`config.mk`:
```
export PLATFORM = sky130hd
export DESIGN_NAME = wb_i2s
export DESIGN_NICKNAME = d
export VERILOG_FILES = /design/src/rtl/wb_i2s.sv
export SDC_FILE = /design/constraint.sdc
export NUM_CORES = 1
export LEC_CHECK = 0
export BUFFER_PORTS_ARGS = -buffer_cell sky130_fd_sc_hd__buf_2
export CAP_MARGIN = 10
export CORE_MARGIN = 5
export CORE_UTILIZATION = 56
export CTS_CLUSTER_SIZE = 8
export DETAILED_ROUTE_END_ITERATION = 8
export GPL_ROUTABILITY_DRIVEN = 0
export PLACE_DENSITY = 0.76
export SETUP_SLACK_MARGIN = 0.5
export SLEW_MARGIN = 20
export SYNTH_ARGS = -nofsm -noshare
export SYNTH_HDL_FRONTEND = slang
export SYNTH_SLANG_ARGS = --single-unit
export TNS_END_PERCENT = 50
```
`constraint.sdc`:
```
create_clock -name clk_i -period 5.4 [get_ports clk_i]
set_input_delay 0.81 -clock clk_i [delete_from_list [all_inputs] [get_ports clk_i]]
set_output_delay 0.81 -clock clk_i [all_outputs]
set_load 0.03 [all_outputs]
```
`src/rtl/wb_i2s.sv`:
```
// wb_i2s: Wishbone slave that feeds a stereo sample FIFO into a continuous I2S serializer
module wb_i2s #(
   parameter int         DEPTH     = 16,
   parameter logic [7:0] DIV_RESET = 8'd7
) (
   input  logic        clk_i,
   input  logic        rst_ni,
   input  logic        cyc_i,
   input  logic        stb_i,
   input  logic        we_i,
   input  logic [1:0]  adr_i,
   input  logic [3:0]  sel_i,
   input  logic [31:0] dat_i,
   output logic        ack_o,
   output logic [31:0] dat_o,
   output logic        irq,
   output logic        i2s_bclk,
   output logic        i2s_wsel,
   output logic        i2s_dout
);
   localparam int AW = $clog2(DEPTH);
   logic [31:0] mem [DEPTH];
   logic [AW-1:0] wp, rp;
   logic [AW:0] level;
   logic en, irq_en, undr, ovf;
   logic [7:0] div, div_cnt;
   logic [4:0] bit_cnt, nb, nb2;
   logic [31:0] sr, rdata;
   logic acc, wr, push, push_ok, pop, full, empty, half, wrap, fall, frame, clr;
   // Bus decode, FIFO flags and serializer edge detection
   always_comb begin
      acc     = cyc_i & stb_i & ~ack_o;
      wr      = acc & we_i;
      full    = level == (AW+1)'(DEPTH);
      empty   = level == '0;
      half    = level <= (AW+1)'(DEPTH / 2);
      push    = wr & (adr_i == 2'd0) & |sel_i;
      push_ok = push & ~full;
      clr     = wr & (adr_i == 2'd1) & sel_i[2];
      wrap    = div_cnt == div;
      fall    = en & wrap & i2s_bclk;
      nb      = bit_cnt + 5'd1;
      nb2     = bit_cnt + 5'd2;
      frame   = fall & (nb == 5'd0);
      pop     = frame & ~empty;
      rdata   = adr_i == 2'd1 ? {8'(level), 6'b0, ovf, undr, 13'b0, half, empty, full} :
                adr_i == 2'd2 ? {30'b0, irq_en, en} :
                adr_i == 2'd3 ? {24'b0, div} : '0;
   end
   // Register file, sticky flags and registered interrupt; a flag set beats a same-cycle clear
   always_ff @(posedge clk_i or negedge rst_ni) begin
      if (!rst_ni) begin
         ack_o  <= 1'b0;
         dat_o  <= '0;
         en     <= 1'b0;
         irq_en <= 1'b0;
         div    <= DIV_RESET;
         undr   <= 1'b0;
         ovf    <= 1'b0;
         irq    <= 1'b0;
      end else begin
         ack_o <= acc;
         dat_o <= acc ? rdata : '0;
         if (wr & (adr_i == 2'd2) & sel_i[0]) {irq_en, en} <= dat_i[1:0];
         if (wr & (adr_i == 2'd3) & sel_i[0]) div <= dat_i[7:0];
         undr <= frame & empty | undr & ~(clr & dat_i[16]);
         ovf  <= push & full | ovf & ~(clr & dat_i[17]);
         irq  <= irq_en & half;
      end
   end
   // Sample storage; contents need no reset since level gates every read
   always_ff @(posedge clk_i) begin
      if (push_ok) mem[wp] <= dat_i;
   end
   // FIFO pointers and fill level; a push while full is dropped even alongside a pop
   always_ff @(posedge clk_i or negedge rst_ni) begin
      if (!rst_ni) begin
         wp    <= '0;
         rp    <= '0;
         level <= '0;
      end else begin
         if (push_ok) wp <= wp + 1'b1;
         if (pop) rp <= rp + 1'b1;
         level <= level + {{AW{1'b0}}, push_ok} - {{AW{1'b0}}, pop};
      end
   end
   // Bit clock divider and shift register; all serial state moves on the bclk falling edge
   always_ff @(posedge clk_i or negedge rst_ni) begin
      if (!rst_ni) begin
         div_cnt  <= '0;
         i2s_bclk <= 1'b0;
         bit_cnt  <= '0;
         sr       <= '0;
         i2s_wsel <= 1'b0;
      end else if (!en) begin
         div_cnt  <= '0;
         i2s_bclk <= 1'b0;
         bit_cnt  <= 5'd31;
         sr       <= '0;
         i2s_wsel <= 1'b0;
      end else begin
         div_cnt <= wrap ? 8'd0 : div_cnt + 8'd1;
         if (wrap) i2s_bclk <= ~i2s_bclk;
         if (fall) begin
            bit_cnt  <= nb;
            sr       <= nb != 5'd0 ? {sr[30:0], 1'b0} : empty ? 32'd0 : mem[rp];
            i2s_wsel <= nb2[4];
         end
      end
   end
   assign i2s_dout = sr[31];
endmodule

```
==> flow_summary.yaml, run 1 <==
worst_setup_path:
  cpPeakStageDelay_ps: 850
  cp_common_cell: "ha_1"
  crit_path_end_kind: "flop"
  critPathLaunchType: "flop"
  path_class: "reg -> reg"
  critPathSlowestCell: "or3_1"
  cp_top_family: "adder cells"
  rrSetupSlack_ps: 1430
  crit_chain: "ha_1 > nand2_1 > a21oi_1 > o21ai_2 > buf_4 > or3_1 > clkinv_4 > ha_1 > inv_1 > ha_1 > fa_1 > a21oi_1 > nor2_1 > nor2_1 > xor2_1"
  reg2reg_to: "level[4]"
  crit_buf_inv: 3
  worstPathArrival_ps: 4480
  crit_path_max_fanout: 29
  r2r_start: "bit_cnt[0]"
  cp.required_ps: 5910
  reg2reg_depth: 15
power_and_ir_drop:
  leakagePower_nw: 9.10
  ir_drop_mv: 0.304
  powerDensity_nw_per_um2: 433
global_route:
  grt_max_degree: 75
  overflow: 0
  grt_usage_pct: 21.6
  antenna_found_initial: 1
  grt_pass1_vias: 12204
  grt_first_pass_wirelength_um: 75700
cts:
  post_cts_buffers: 0
  h-tree-depth: 3
  clk_pin_slew_ps: 50
  numCtsBuffers: 85
  cts_buffer_depth: 3
  ctsHoldBuffers: 0
  cts.sinks: 601
  cts_tree: "built"
  cts_root_buffer: "clkbuf_16"
  clkLatencyLatePin_ps: 600
  cts_resized: 0
floorplanning:
  die_w_um: 215
  core_region_area_um2: 41800
  initial_utilization_pct: 56.4
  die_h_um: 215
  std_cell_rows: 75
  dieArea_um2: 46200
  io_pins: 80
detailed_routing:
  dr.pass1.iters: 6
  wl_um: 50200
  routed_via_density: 6.31
  vias: 11842
  drc: 0
  ant_nets: 0
  wire_per_inst_um: 26.8
  drt_iter0_drc: 1510
timing:
  fin_tns_setup_ps: 0
  finalHoldViolCount: 0
  finalClockSkew_ps: 22.1
  min_period_ps: 3970
  setup_violations: 0
  grt_setup_unrepaired: "no"
  relSlewSlack_pct: 25.0
  drv_slew: 0
  tightest_slew_ps: 1130
  fin_crit_sh_pct: 73.5
  fmax_mhz: 252
synth:
  yosysTopAreaCellShare_pct: 65.3
  netlist_instances: 1176
  synth_edf_count: 512
  yosysUniqueCellTypes: 56
  synth_seq_area_share_pct: 74.8
  synthArstFlopShare_pct: 14.8
  netlist_area_um2: 23500
  ys.flop_type: "edfxtp_1"
  ys_ff_latch: 601
  yosysTopAreaCell: "edfxtp_1"
  yosys-top-cells-count: "edfxtp_1 (512), mux4_2 (115), dfrtp_1 (86), mux2i_1 (45), clkbuf_1 (34)"
  yosysMostFrequentCell: "edfxtp_1"
  post_synth.cell_area_avg_um2: 20.0
  yosysWarnings: 0
  ys_top_cells_by_area: "edfxtp_1 (65%), mux4_2 (11%), dfrtp_1 (9.1%), mux2i_1 (1.9%), a222oi_1 (0.94%)"
layout:
  layout-drive-gt1-share_pct: 25.9
  fin_util_pct: 64.4
  fin_nets: 1347
  area_growth_pct: 14.3
  instances_no_fill: 1876
  diodes: 0
place:
  dp_cells: 1738
  port_buffers: 62
  hpwl_um: 28600
hold_path:
  holdCritPathClass: "in -> async"
outcome:
  run_status: "complete, no violations"
run:
  maxCapViolCount: 0
==> stage by stage <==
step | instance area (um2) | total power [W] | hold WS [ps] | setup WS [ps]
finish | 26900 | 0.0116 | 211 | 1430
global route | 26900 | 0.0121 | 250 | 1130
CTS | 26900 | 0.0117 | 215 | 1430
detailed placement | 24500 | 0.00696 | 485 | 1480
global placement | 24500 | 0.00692 | 473 | 1570
floorplan | 23600 | 0.00652 | 454 | -32.1
==> how the worst max path moves through the flow <==
stage,startpoint,endpoint,slack [ps],depth (start not counted)
2_1_floorplan,cyc_i,mem[3][0],-30,4
3_3_place_gp,bit_cnt[0],level[4],1570,15
3_5_place_dp,bit_cnt[0],level[4],1480,15
4_1_cts,bit_cnt[0],level[4],1430,15
5_1_grt,bit_cnt[0],level[4],1130,15
6_report,bit_cnt[0],level[4],1430,15
==> worst reg2reg max path: stages, from the launching register on <==
cell	delay (ps)
dfrtp_1	450
ha_1	290
nand2_1	80
a21oi_1	50
o21ai_2	130
buf_4	310
or3_1	850
clkinv_4	270
ha_1	360
inv_1	40
ha_1	200
fa_1	430
a21oi_1	140
nor2_1	50
nor2_1	100
xor2_1	140
==> placed cells by master (no fill, tap or decap), drive strengths merged, types with 17 or more instances in the layout <==
cell / n
dfrtp: 86
mux2i: 45
xor2: 19
a21o: 23
a32oi: 24
edfxtp: 512
nor2: 23
mux4: 115
a222oi: 22
conb: 17
a221oi: 22
buf: 90
inv: 20
o21ai: 30
and2: 23
clkbuf: 129
==> where the power goes <==
group	total [W]	internal, W	switching (W)
registers	0.00534	0.00516	0.000181
clock network	0.00477	0.00290	0.00187
logic	0.00153	0.000717	0.000808
==> layer usage <==
metal,up-vias,global-route usage (%),part of all wire [%]
met5,-,0,0.026
met4,2,7.55,2.4
met3,75,4.48,7.4
met2,527,35.2,50
met1,6179,29.8,40
li1,5059,-,-
==> sequential cells by signal, indices dropped and copies added, names as in the netlist, 4 cells and up <==
name,flops
dat_o,15
bit_cnt,5
div,8
wp,4
rp,4
div_cnt,8
mem,512
level,5
sr,32
==> cells by family (layout without fill, tap and decap cells) <==
group / count (synthesis) / count (layout) / synth area share [%]
flops: 601 / 601 / 74.8
mux: 174 / 174 / 13.6
compound gates: 143 / 143 / 4.73
simple gates: 116 / 116 / 2.79
buf+inv: 98 / 243 / 2.14
xor+xnor: 26 / 26 / 0.999
fa+ha+maj: 17 / 17 / 0.936
other cells: 1 / 17 / 0.0159
==> final cells by class <==
cell class	instances	area, um2
inverters	16	65.1
well taps	539	674
fillers	2687	14900
multi-input cells	493	5590
repair buffers	90	568
clock inverters	8	108
clock buffers	129	2290
flip-flops and latches	601	17600
(Power assumes the default switching activity.)
==> run 2: changes to the inputs <==
- clock period: 5.4 -> 3.4 ns (I/O delays scaled with it)
==> flow_summary.yaml, run 2 (synthesized netlist as in run 1, its figures left out) <==
timing:
  fmax_mhz: 351
  relSlewSlack_pct: 31.6
  fin_crit_sh_pct: 83.9
  tightest_slew_ps: 1020
  worst_hold_slack_ps: 269
  grt_setup_unrepaired: "yes"
  fin_tns_setup_ps: 0
  finalClockSkew_ps: 27.5
  drv_slew: 0
  min_period_ps: 2850
  finalHoldViolCount: 0
  setup_violations: 0
global_route:
  grt_first_pass_wirelength_um: 80400
  grt_usage_pct: 23.2
  grt_max_degree: 52
  overflow: 0
  grt_pass1_vias: 12736
  antenna_found_initial: 1
worst_setup_path:
  critPathSlowestCell: "dfstp_2"
  crit_buf_inv: 2
  startpoint: "div[2]"
  cp.required_ps: 3900
  reg2reg_to: "level[4]"
  cpPeakStageDelay_ps: 560
  crit_path_max_fanout: 4
  critPathLaunchType: "flop"
  reg2reg_depth: 13
  r2r_start: "div[2]"
  cp_top_family: "simple AND/OR/NAND/NOR gates"
  worstPathArrival_ps: 3360
  worstSetupEndpoint: "level[4]"
  crit_chain: "xor2_2 > nor4_4 > nand4_2 > or3_4 > clkinv_8 > ha_4 > inv_2 > ha_4 > fa_2 > a21oi_2 > nor2_1 > nor2_1 > xor2_1"
  path_class: "reg -> reg"
  crit_path_end_kind: "flop"
  cp.depth: 13
  rrSetupSlack_ps: 550
layout:
  fin_nets: 1379
  layout_common_cells: "edfxtp_1 (512), mux4_2 (115), clkbuf_16 (86)"
  largest_registers: "mem x512, sr x32, dat_o x15"
  largest_register: "mem"
  layout-drive-gt1-share_pct: 28.7
  regArea_um2: 17600
  largest_reg_flops: 512
  fillers: 2557
  area_growth_pct: 17.0
  fin_util_pct: 65.9
  final_common_cell: "edfxtp_1"
  multiInputGateArea_um2: 5740
cts:
  cts_tree: "built"
  clkLatencyLatePin_ps: 610
  cts.sinks: 601
  clk_pin_slew_ps: 50
  cts_buffer_depth: 3
  numCtsBuffers: 85
  cts_root_buffer: "clkbuf_16"
  h-tree-depth: 3
floorplanning:
  dieArea_um2: 46200
  initial_utilization_pct: 56.4
  std_cell_rows: 75
  io_pins: 80
  die_w_um: 215
  core_region_area_um2: 41800
  die_h_um: 215
power_and_ir_drop:
  seqPwrFrac_pct: 44.9
  clock_power_share_pct: 40.8
  intPower_w: 0.0142
  combPwrFrac_pct: 14.3
  switching_share_pct: 24.5
  powerDensity_nw_per_um2: 685
  ir_drop_mv: 0.571
  p_switching_w: 0.00462
  leakagePower_nw: 9.34
detailed_routing:
  highest_layer: "met5"
  wl_um: 52900
  ant_nets: 0
  routed_via_density: 6.34
  wire_per_inst_um: 27.7
  drt_iter0_drc: 1491
  drc: 0
  dr.pass1.iters: 7
  wl_met1_um: 20400
  wl_met3_um: 4190
  vias: 12116
  dr_wl_met2_um: 26700
hold_path:
  holdCritPathClass: "in -> reg"
outcome:
  run_status: "complete, no violations"
place:
  port_buffers: 62
  hpwl_um: 28700
run:
  maxCapViolCount: 0
[run 2: area by class of cell]
| cell class | count | area share [%] |
|---|---|---|
| diodes | 1 | 0.00909 |
| clock buffers | 132 | 8.44 |
| clock inverters | 7 | 0.473 |
| inverters | 16 | 0.264 |
| multi-input cells | 493 | 20.9 |
| flip-flops and latches | 601 | 64.0 |
| well taps | 539 | 2.45 |
| repair buffers | 122 | 3.52 |
[run 2: worst register-to-register path: cells and delay by family, from the launching register on]
family,cells,cell delay (ps)
compound gates,1,140
buf+inv,2,110
fa+ha+maj,3,620
simple gates,5,1090
xor+xnor,2,240
flops,1,560
[run 2: repair_timing]
item                                   CTS  global route
hold buffers                             1             0
endpoints found under the hold margin   49             0
setup endpoints to repair               21            85
gates resized for setup                  6            13
pin swaps                                2            10
buffers inserted                         1             8
[run 2: routing by layer]
layer / vias to the layer above / global-route usage [%]
li1: 5113 / -
met1: 6325 / 31.3
met2: 577 / 38.1
met3: 99 / 5.66
met4: 2 / 7.21
met5: - / 0
[run 2: power by group through the flow]
stage                     Sequential (W)  Clock [W]  Combinational, W
after detailed placement         0.00859          0           0.00259
after global placement           0.00858          0           0.00256
after floorplan                  0.00847          0           0.00195
final                            0.00847    0.00769           0.00271
after global routing             0.00848    0.00820           0.00293
after CTS                        0.00846    0.00781           0.00265
[run 2: worst min-delay path by stage]
stage            from        to  slack, ps  cells past startpoint
3_5_place_dp    sr[3]     sr[3]        490                      2
3_3_place_gp   sr[21]    sr[21]        480                      2
2_1_floorplan  rst_ni     ack_o        210                      0
6_report        cyc_i  dat_o[0]        270                      3
4_1_cts         cyc_i  dat_o[0]        240                      3
5_1_grt         cyc_i  dat_o[1]        250                      3
[run 2: metrics by stage]
step,setup slack [ps],total power (W),cell area [um2],cells
after global placement,405,0.0111,24900,1761
final,548,0.0189,27500,1911
after detailed placement,291,0.0112,24900,1761
after floorplan,344,0.0104,23800,1192
after CTS,471,0.0189,27400,1902
after global routing,379,0.0196,27500,1910
